## config.mk

```make
export PLATFORM = sky130hd
export DESIGN_NAME = latched_shift_register_flat
export DESIGN_NICKNAME = d
export VERILOG_FILES = /design/src/rtl/latched_shift_register_pkg.sv /design/src/rtl/latched_shift_register_if.sv /design/src/rtl/latched_shift_register_counter.sv /design/src/rtl/latched_shift_register.sv /design/src/flat_wrapper.sv
export SDC_FILE = /design/constraint.sdc
export NUM_CORES = 1
export LEC_CHECK = 0
export ABC_AREA = 1
export ABC_CLOCK_PERIOD_IN_PS = 1500
export BUFFER_PORTS_ARGS = -buffer_cell sky130_fd_sc_hd__buf_2
export CAP_MARGIN = 25
export CORE_UTILIZATION = 43
export CTS_BUF_LIST = sky130_fd_sc_hd__clkbuf_16
export CTS_CLUSTER_DIAMETER = 40
export DETAILED_ROUTE_END_ITERATION = 6
export PLACE_DENSITY = 0.67
export SYNTH_ARGS = -nofsm -noshare
export SYNTH_HDL_FRONTEND = slang
export SYNTH_SLANG_ARGS = --single-unit
export TNS_END_PERCENT = 1
```

## constraint.sdc

```tcl
create_clock -name clk -period 1.5 [get_ports clk]
set_clock_uncertainty 0.2 [all_clocks]
set_input_delay 0.3 -clock clk [delete_from_list [all_inputs] [get_ports clk]]
set_output_delay 0.3 -clock clk [all_outputs]
set_load 0.1 [all_outputs]
```

## src/rtl/latched_shift_register_pkg.sv

```systemverilog
// Shared types and sizing helpers for the latched serial-to-parallel capture register.
package shift_register_pkg;

  typedef enum logic {
    SHIFT_MSB_IN = 1'b0,
    SHIFT_LSB_IN = 1'b1
  } shift_order_e;

  function automatic int count_width(input int depth);
    return $clog2(depth + 1);
  endfunction

endpackage

```

## src/rtl/latched_shift_register_if.sv

```systemverilog
// Capture-register bus: sampled printhead inputs in, latched frame and status out.
interface latched_shift_register_if #(
  parameter int DEPTH = 64,
  parameter int LANES = 1
);
  import shift_register_pkg::*;

  localparam int CW = count_width(DEPTH);

  logic [LANES-1:0] data_in;
  logic             enable;
  logic             lsb_first;
  logic             latch;
  logic             clear;
  logic [DEPTH-1:0] data_out;
  logic             latch_valid;
  logic             short_frame;
  logic             overrun;
  logic [CW-1:0]    bit_count;
  logic             full;

  modport master (
    output data_in, enable, lsb_first, latch, clear,
    input  data_out, latch_valid, short_frame, overrun, bit_count, full
  );

  modport slave (
    input  data_in, enable, lsb_first, latch, clear,
    output data_out, latch_valid, short_frame, overrun, bit_count, full
  );

endinterface

```

## src/rtl/latched_shift_register_counter.sv

```systemverilog
// Saturating frame bit counter with full decode and sticky overrun flag.
module frame_bit_counter
  import shift_register_pkg::*;
#(
  parameter int MAX  = 64,
  parameter int STEP = 1,
  localparam int CW  = count_width(MAX)
) (
  input  logic          clk,
  input  logic          reset,
  input  logic          inc_i,
  input  logic          restart_i,
  input  logic          clear_i,
  output logic [CW-1:0] count_o,
  output logic          full_o,
  output logic          overrun_o
);

  localparam logic [CW-1:0] MAX_C  = CW'(MAX);
  localparam logic [CW-1:0] STEP_C = CW'(STEP);

  logic [CW-1:0] count_q, count_d;
  logic          overrun_q, overrun_d;

  function automatic logic [CW-1:0] sat_add(input logic [CW-1:0] a);
    logic [CW:0] sum;
    sum = {1'b0, a} + {1'b0, STEP_C};
    return (sum > {1'b0, MAX_C}) ? MAX_C : sum[CW-1:0];
  endfunction

  assign full_o    = (count_q == MAX_C);
  assign count_o   = count_q;
  assign overrun_o = overrun_q;

  // A restart that coincides with an increment opens the next frame already holding STEP bits.
  always_comb begin
    count_d   = count_q;
    overrun_d = overrun_q;
    if (clear_i) begin
      count_d   = '0;
      overrun_d = 1'b0;
    end else if (restart_i) begin
      count_d   = inc_i ? STEP_C : '0;
      overrun_d = 1'b0;
    end else if (inc_i) begin
      if (full_o) overrun_d = 1'b1;
      else        count_d   = sat_add(count_q);
    end
  end

  always_ff @(posedge clk) begin
    if (!reset) begin
      count_q   <= '0;
      overrun_q <= 1'b0;
    end else begin
      count_q   <= count_d;
      overrun_q <= overrun_d;
    end
  end

endmodule

```

## src/rtl/latched_shift_register.sv

```systemverilog
// Multi-lane serial-to-parallel shifter with a latch-strobed holding register.
module latched_shift_register
  import shift_register_pkg::*;
#(
  parameter int DEPTH = 64,
  parameter int LANES = 1
) (
  input logic                        clk,
  input logic                        reset,
  latched_shift_register_if.slave    bus
);

  localparam int CW = count_width(DEPTH);

  if ((DEPTH % LANES) != 0 || DEPTH < 2 * LANES) begin : g_bad_params
    $error("latched_shift_register: DEPTH must be a multiple of LANES and >= 2*LANES");
  end

  logic [DEPTH-1:0] sreg_q, sreg_d;
  logic [DEPTH-1:0] data_out_q;
  logic             latch_valid_q;
  logic             short_frame_q;
  logic [CW-1:0]    bit_count;
  logic             full;
  logic             overrun;
  logic             latch_go;

  assign latch_go = bus.latch & ~bus.clear;

  frame_bit_counter #(.MAX(DEPTH), .STEP(LANES)) u_counter (
    .clk       (clk),
    .reset     (reset),
    .inc_i     (bus.enable),
    .restart_i (bus.latch),
    .clear_i   (bus.clear),
    .count_o   (bit_count),
    .full_o    (full),
    .overrun_o (overrun)
  );

  always_comb begin
    sreg_d = sreg_q;
    if (bus.clear) begin
      sreg_d = '0;
    end else if (bus.enable) begin
      if (shift_order_e'(bus.lsb_first) == SHIFT_LSB_IN)
        sreg_d = {bus.data_in, sreg_q[DEPTH-1:LANES]};
      else
        sreg_d = {sreg_q[DEPTH-LANES-1:0], bus.data_in};
    end
  end

  // The holding register samples the pre-shift frame; the shifter itself is never flushed by a latch.
  always_ff @(posedge clk) begin
    if (!reset) begin
      sreg_q        <= '0;
      data_out_q    <= '0;
      latch_valid_q <= 1'b0;
      short_frame_q <= 1'b0;
    end else begin
      sreg_q        <= sreg_d;
      latch_valid_q <= latch_go;
      short_frame_q <= latch_go & ~full;
      if (latch_go) data_out_q <= sreg_q;
    end
  end

  assign bus.data_out    = data_out_q;
  assign bus.latch_valid = latch_valid_q;
  assign bus.short_frame = short_frame_q;
  assign bus.overrun     = overrun;
  assign bus.bit_count   = bit_count;
  assign bus.full        = full;

endmodule
```

## src/flat_wrapper.sv

```systemverilog
// flat-port wrapper written by rule: the top's interface ports become plain ports
module latched_shift_register_flat import shift_register_pkg::*;
#(
  parameter int DEPTH = 64,
  parameter int LANES = 1
)
  (clk, reset, bus_data_in, bus_enable, bus_lsb_first, bus_latch, bus_clear, bus_data_out, bus_latch_valid, bus_short_frame, bus_overrun, bus_bit_count, bus_full);
  latched_shift_register_if #(.DEPTH(DEPTH), .LANES(LANES)) bus_i ();
  input logic clk;
  input logic reset;
  input wire logic [$bits(bus_i.data_in)-1:0] bus_data_in;
  input wire logic [$bits(bus_i.enable)-1:0] bus_enable;
  input wire logic [$bits(bus_i.lsb_first)-1:0] bus_lsb_first;
  input wire logic [$bits(bus_i.latch)-1:0] bus_latch;
  input wire logic [$bits(bus_i.clear)-1:0] bus_clear;
  output wire logic [$bits(bus_i.data_out)-1:0] bus_data_out;
  output wire logic [$bits(bus_i.latch_valid)-1:0] bus_latch_valid;
  output wire logic [$bits(bus_i.short_frame)-1:0] bus_short_frame;
  output wire logic [$bits(bus_i.overrun)-1:0] bus_overrun;
  output wire logic [$bits(bus_i.bit_count)-1:0] bus_bit_count;
  output wire logic [$bits(bus_i.full)-1:0] bus_full;
  assign bus_i.data_in = bus_data_in;
  assign bus_i.enable = bus_enable;
  assign bus_i.lsb_first = bus_lsb_first;
  assign bus_i.latch = bus_latch;
  assign bus_i.clear = bus_clear;
  assign bus_data_out = bus_i.data_out;
  assign bus_latch_valid = bus_i.latch_valid;
  assign bus_short_frame = bus_i.short_frame;
  assign bus_overrun = bus_i.overrun;
  assign bus_bit_count = bus_i.bit_count;
  assign bus_full = bus_i.full;
  latched_shift_register #(.DEPTH(DEPTH), .LANES(LANES)) u_core (.clk(clk), .reset(reset), .bus(bus_i));
endmodule
```

==> impl_metrics.json <==
{
  "clock_path_buffers": 2,
  "layout-drive-gt1-share_pct": 26.7,
  "syn-instance-count": 792,
  "overflow": 0,
  "wl_met1_um": 6440,
  "synth_area_leaders": "dfxtp_1, nor2_1, nand2_1",
  "fin_ws_ps": -366,
  "synth.distinct_cells": 22,
  "cellPowerDensity_nw_per_um2": 1150,
  "wl_met3_um": 697,
  "die_h_um": 118,
  "rr_worst_depth": 11,
  "final_common_cell": "nand2_1",
  "ys_seq_area_share_pct": 47.8,
  "ir_worst_vdd_v": 0.000673,
  "pin_count": 82,
  "tightest_slew_ps": 354,
  "arrival_ps": 1370,
  "fin_hold_ws_ps": 55.5,
  "num_vias": 5303,
  "fin_nets": 877,
  "synth_fp_nets": 802,
  "cp-end-kind": "output pin",
  "grt_pass1_vias": 4743,
  "firstDrtPassIters": 4,
  "gp_congestion": 0.841,
  "grt_pass1_wl_um": 22900,
  "crit_required_ps": 1000,
  "drv_cap": 0,
  "drtIter0Drc": 407,
  "htreeDepth": 4,
  "ant_nets": 0,
  "rsz0062_at_grt": "true",
  "clk_pin_slew_worst_paths_ps": 50,
  "viasPerCell": 5.05,
  "grt_usage_pct": 19.9,
  "wl_per_cell_um": 12.7,
  "setup_viol": 16,
  "r2r_slack_ps": -300,
  "ys_warn_count": 0,
  "worstSkewPairLatency_ps": 410,
  "whs_path_depth": 5,
  "start_kind": "flop",
  "placedCellCount": 1015,
  "ys_seq_elements": 138,
  "power.leakage_nw": 3.83,
  "wirelength_um": 13300,
  "port_buffers": 81,
  "grt_max_degree": 65,
  "cts_sinks": 138,
  "met2_length_um": 6030,
  "path_max_fanout": 4,
  "synth_top_cell_area_share_pct": 47.8,
  "slowest_delay_ps": 360,
  "fmax_mhz": 536,
  "antenna_found_initial": 0,
  "core_area_um2": 12900,
  "status": "finished, violations left",
  "fill_cells": 1059,
  "cts_tree": "yes",
  "crit_family": "flip-flops",
  "diodes": 0,
  "layout_common_cells": "nand2_1, nor2_1, buf_12, inv_1, nand3_1",
  "crit_path_cell_trace": "nor2_2 -> nand4_4 -> clkinvlp_4 -> buf_12",
  "slowest_stage": "dfxtp_4",
  "top_layer": "met4",
  "synth_top_area_cell": "dfxtp_1",
  "num_rows": 41,
  "clock-root-buffer": "clkbuf_16",
  "drcViolationCount": 0,
  "maxSlewViolCount": 0,
  "max-slew-margin-rel_pct": 76.4,
  "crit_buf_inv": 2,
  "netlist_area_um2": 5780,
  "criticalPathCategory": "reg2out",
  "layout_worst_path_cycle_share_pct": 124,
  "cts_inserted_buffers": 17,
  "hold_class": "in2reg",
  "r2r-end": "u_core.u_counter.count_o[5]",
  "fin_cells": 1051,
  "area_growth_pct": 45.0,
  "min_period_ps": 1870,
  "min_to": "u_core.sreg_q[0]",
  "avgSynthCellArea_um2": 7.29,
  "final_area_um2": 8370,
  "r2r-start": "u_core.u_counter.count_o[0]",
  "die_w_um": 118,
  "hold_violations": 0,
  "dieArea_um2": 13900,
  "hold_start": "bus_data_in",
  "dpl_cell_area_um2": 7660,
  "dp_hpwl_um": 8010,
  "violations": "setup timing",
  "power_mw": 9.64,
  "initial_core_util_pct": 44.9
}
[power by group]
part,switching (mW),internal (mW)
clock network,1.49,2.32
registers,0.172,3.84
logic,1.19,0.624
total,2.86,6.78
[Yosys cell counts]
master / n
nor2_1: 141
nand2_1: 140
dfxtp_1: 138
inv_1: 80
nand3_1: 80
o211ai_1: 64
o21ai_0: 64
buf_2: 32
clkbuf_1: 22
a21oi_1: 8
nand2_2: 5
ha_1: 3
nor2_2: 3
buf_1: 2
inv_2: 2
nor3_1: 2
nand3_2: 1
nand4_1: 1
nand4_2: 1
o21bai_1: 1
xor2_1: 1
xor2_2: 1
[metal layers]
layer / GRT usage (%) / vias up
li1: - / 2722
met1: 27.0 / 2433
met2: 30.4 / 131
met3: 5.77 / 17
met4: 5.77 / 0
met5: 0 / -
[final cells by class]
| type | instances | area [µm²] | share of cell area (%) |
|---|---|---|---|
| clock inverters | 13 | 86.3 | 1.03 |
| repair buffers | 112 | 1910 | 22.8 |
| well taps | 172 | 215 | 2.57 |
| flip-flops and latches | 138 | 2860 | 34.2 |
| multi-input cells | 516 | 2540 | 30.3 |
| inverters | 82 | 312 | 3.72 |
| clock buffers | 18 | 450 | 5.38 |
[worst min-delay path: cells and delay by family]
| kind | cells | cell delay (ps) |
|---|---|---|
| AO/OA/AOI/OAI | 1 | 70 |
| AND/OR/NAND/NOR | 2 | 110 |
| buffers and inverters | 2 | 160 |
[logic make-up after synthesis]
logic type	share of synthesized area [%]
AND/OR/NAND/NOR	26.7
buffers and inverters	9.66
XOR/XNOR	0.433
adder cells (fa/ha/maj)	0.650
flip-flops	47.8
AO/OA/AOI/OAI	14.7
[flip-flops by register name, summed over array words and instances (netlist names)]
name / count
u_core.bus.data_out: 64
u_core.bus.latch_valid: 1
u_core.bus.short_frame: 1
u_core.sreg_q: 64
u_core.u_counter.count_o: 7
u_core.u_counter.overrun_o: 1
[repair_timing]
item / in CTS / in global routing
hold buffers: 1 / 0
resized for setup: 22 / 54
setup buffers: 2 / 2
endpoints found under the setup margin: 32 / 58
endpoints found under the hold margin: 1 / 0
pin swaps: 1 / 2
[stage by stage]
stage | setup TNS (ps) | util, % | setup slack [ps]
6_report | -2410 | 65.0 | -366
5_1_grt | -3420 | 65.0 | -418
4_1_cts | -2520 | 64.2 | -374
3_5_place_dp | -780 | 59.5 | -138
3_3_place_gp | -498 | 59.5 | -85.1
2_1_floorplan | -2990 | - | -459
[worst max path at each step]
stage | startpoint | end | slack, ps | depth (start not counted)
finish | u_core.u_counter.count_o[3] | bus_full | -370 | 4
detailed placement | u_core.u_counter.count_o[0] | u_core.u_counter.count_o[2] | -140 | 7
floorplan | u_core.u_counter.count_o[1] | u_core.u_counter.overrun_o | -460 | 6
CTS | u_core.u_counter.count_o[6] | bus_full | -370 | 5
global placement | u_core.u_counter.count_o[0] | u_core.u_counter.count_o[4] | -90 | 7
global route | u_core.u_counter.count_o[3] | bus_full | -420 | 4
Power figures use the tool's default switching activity.
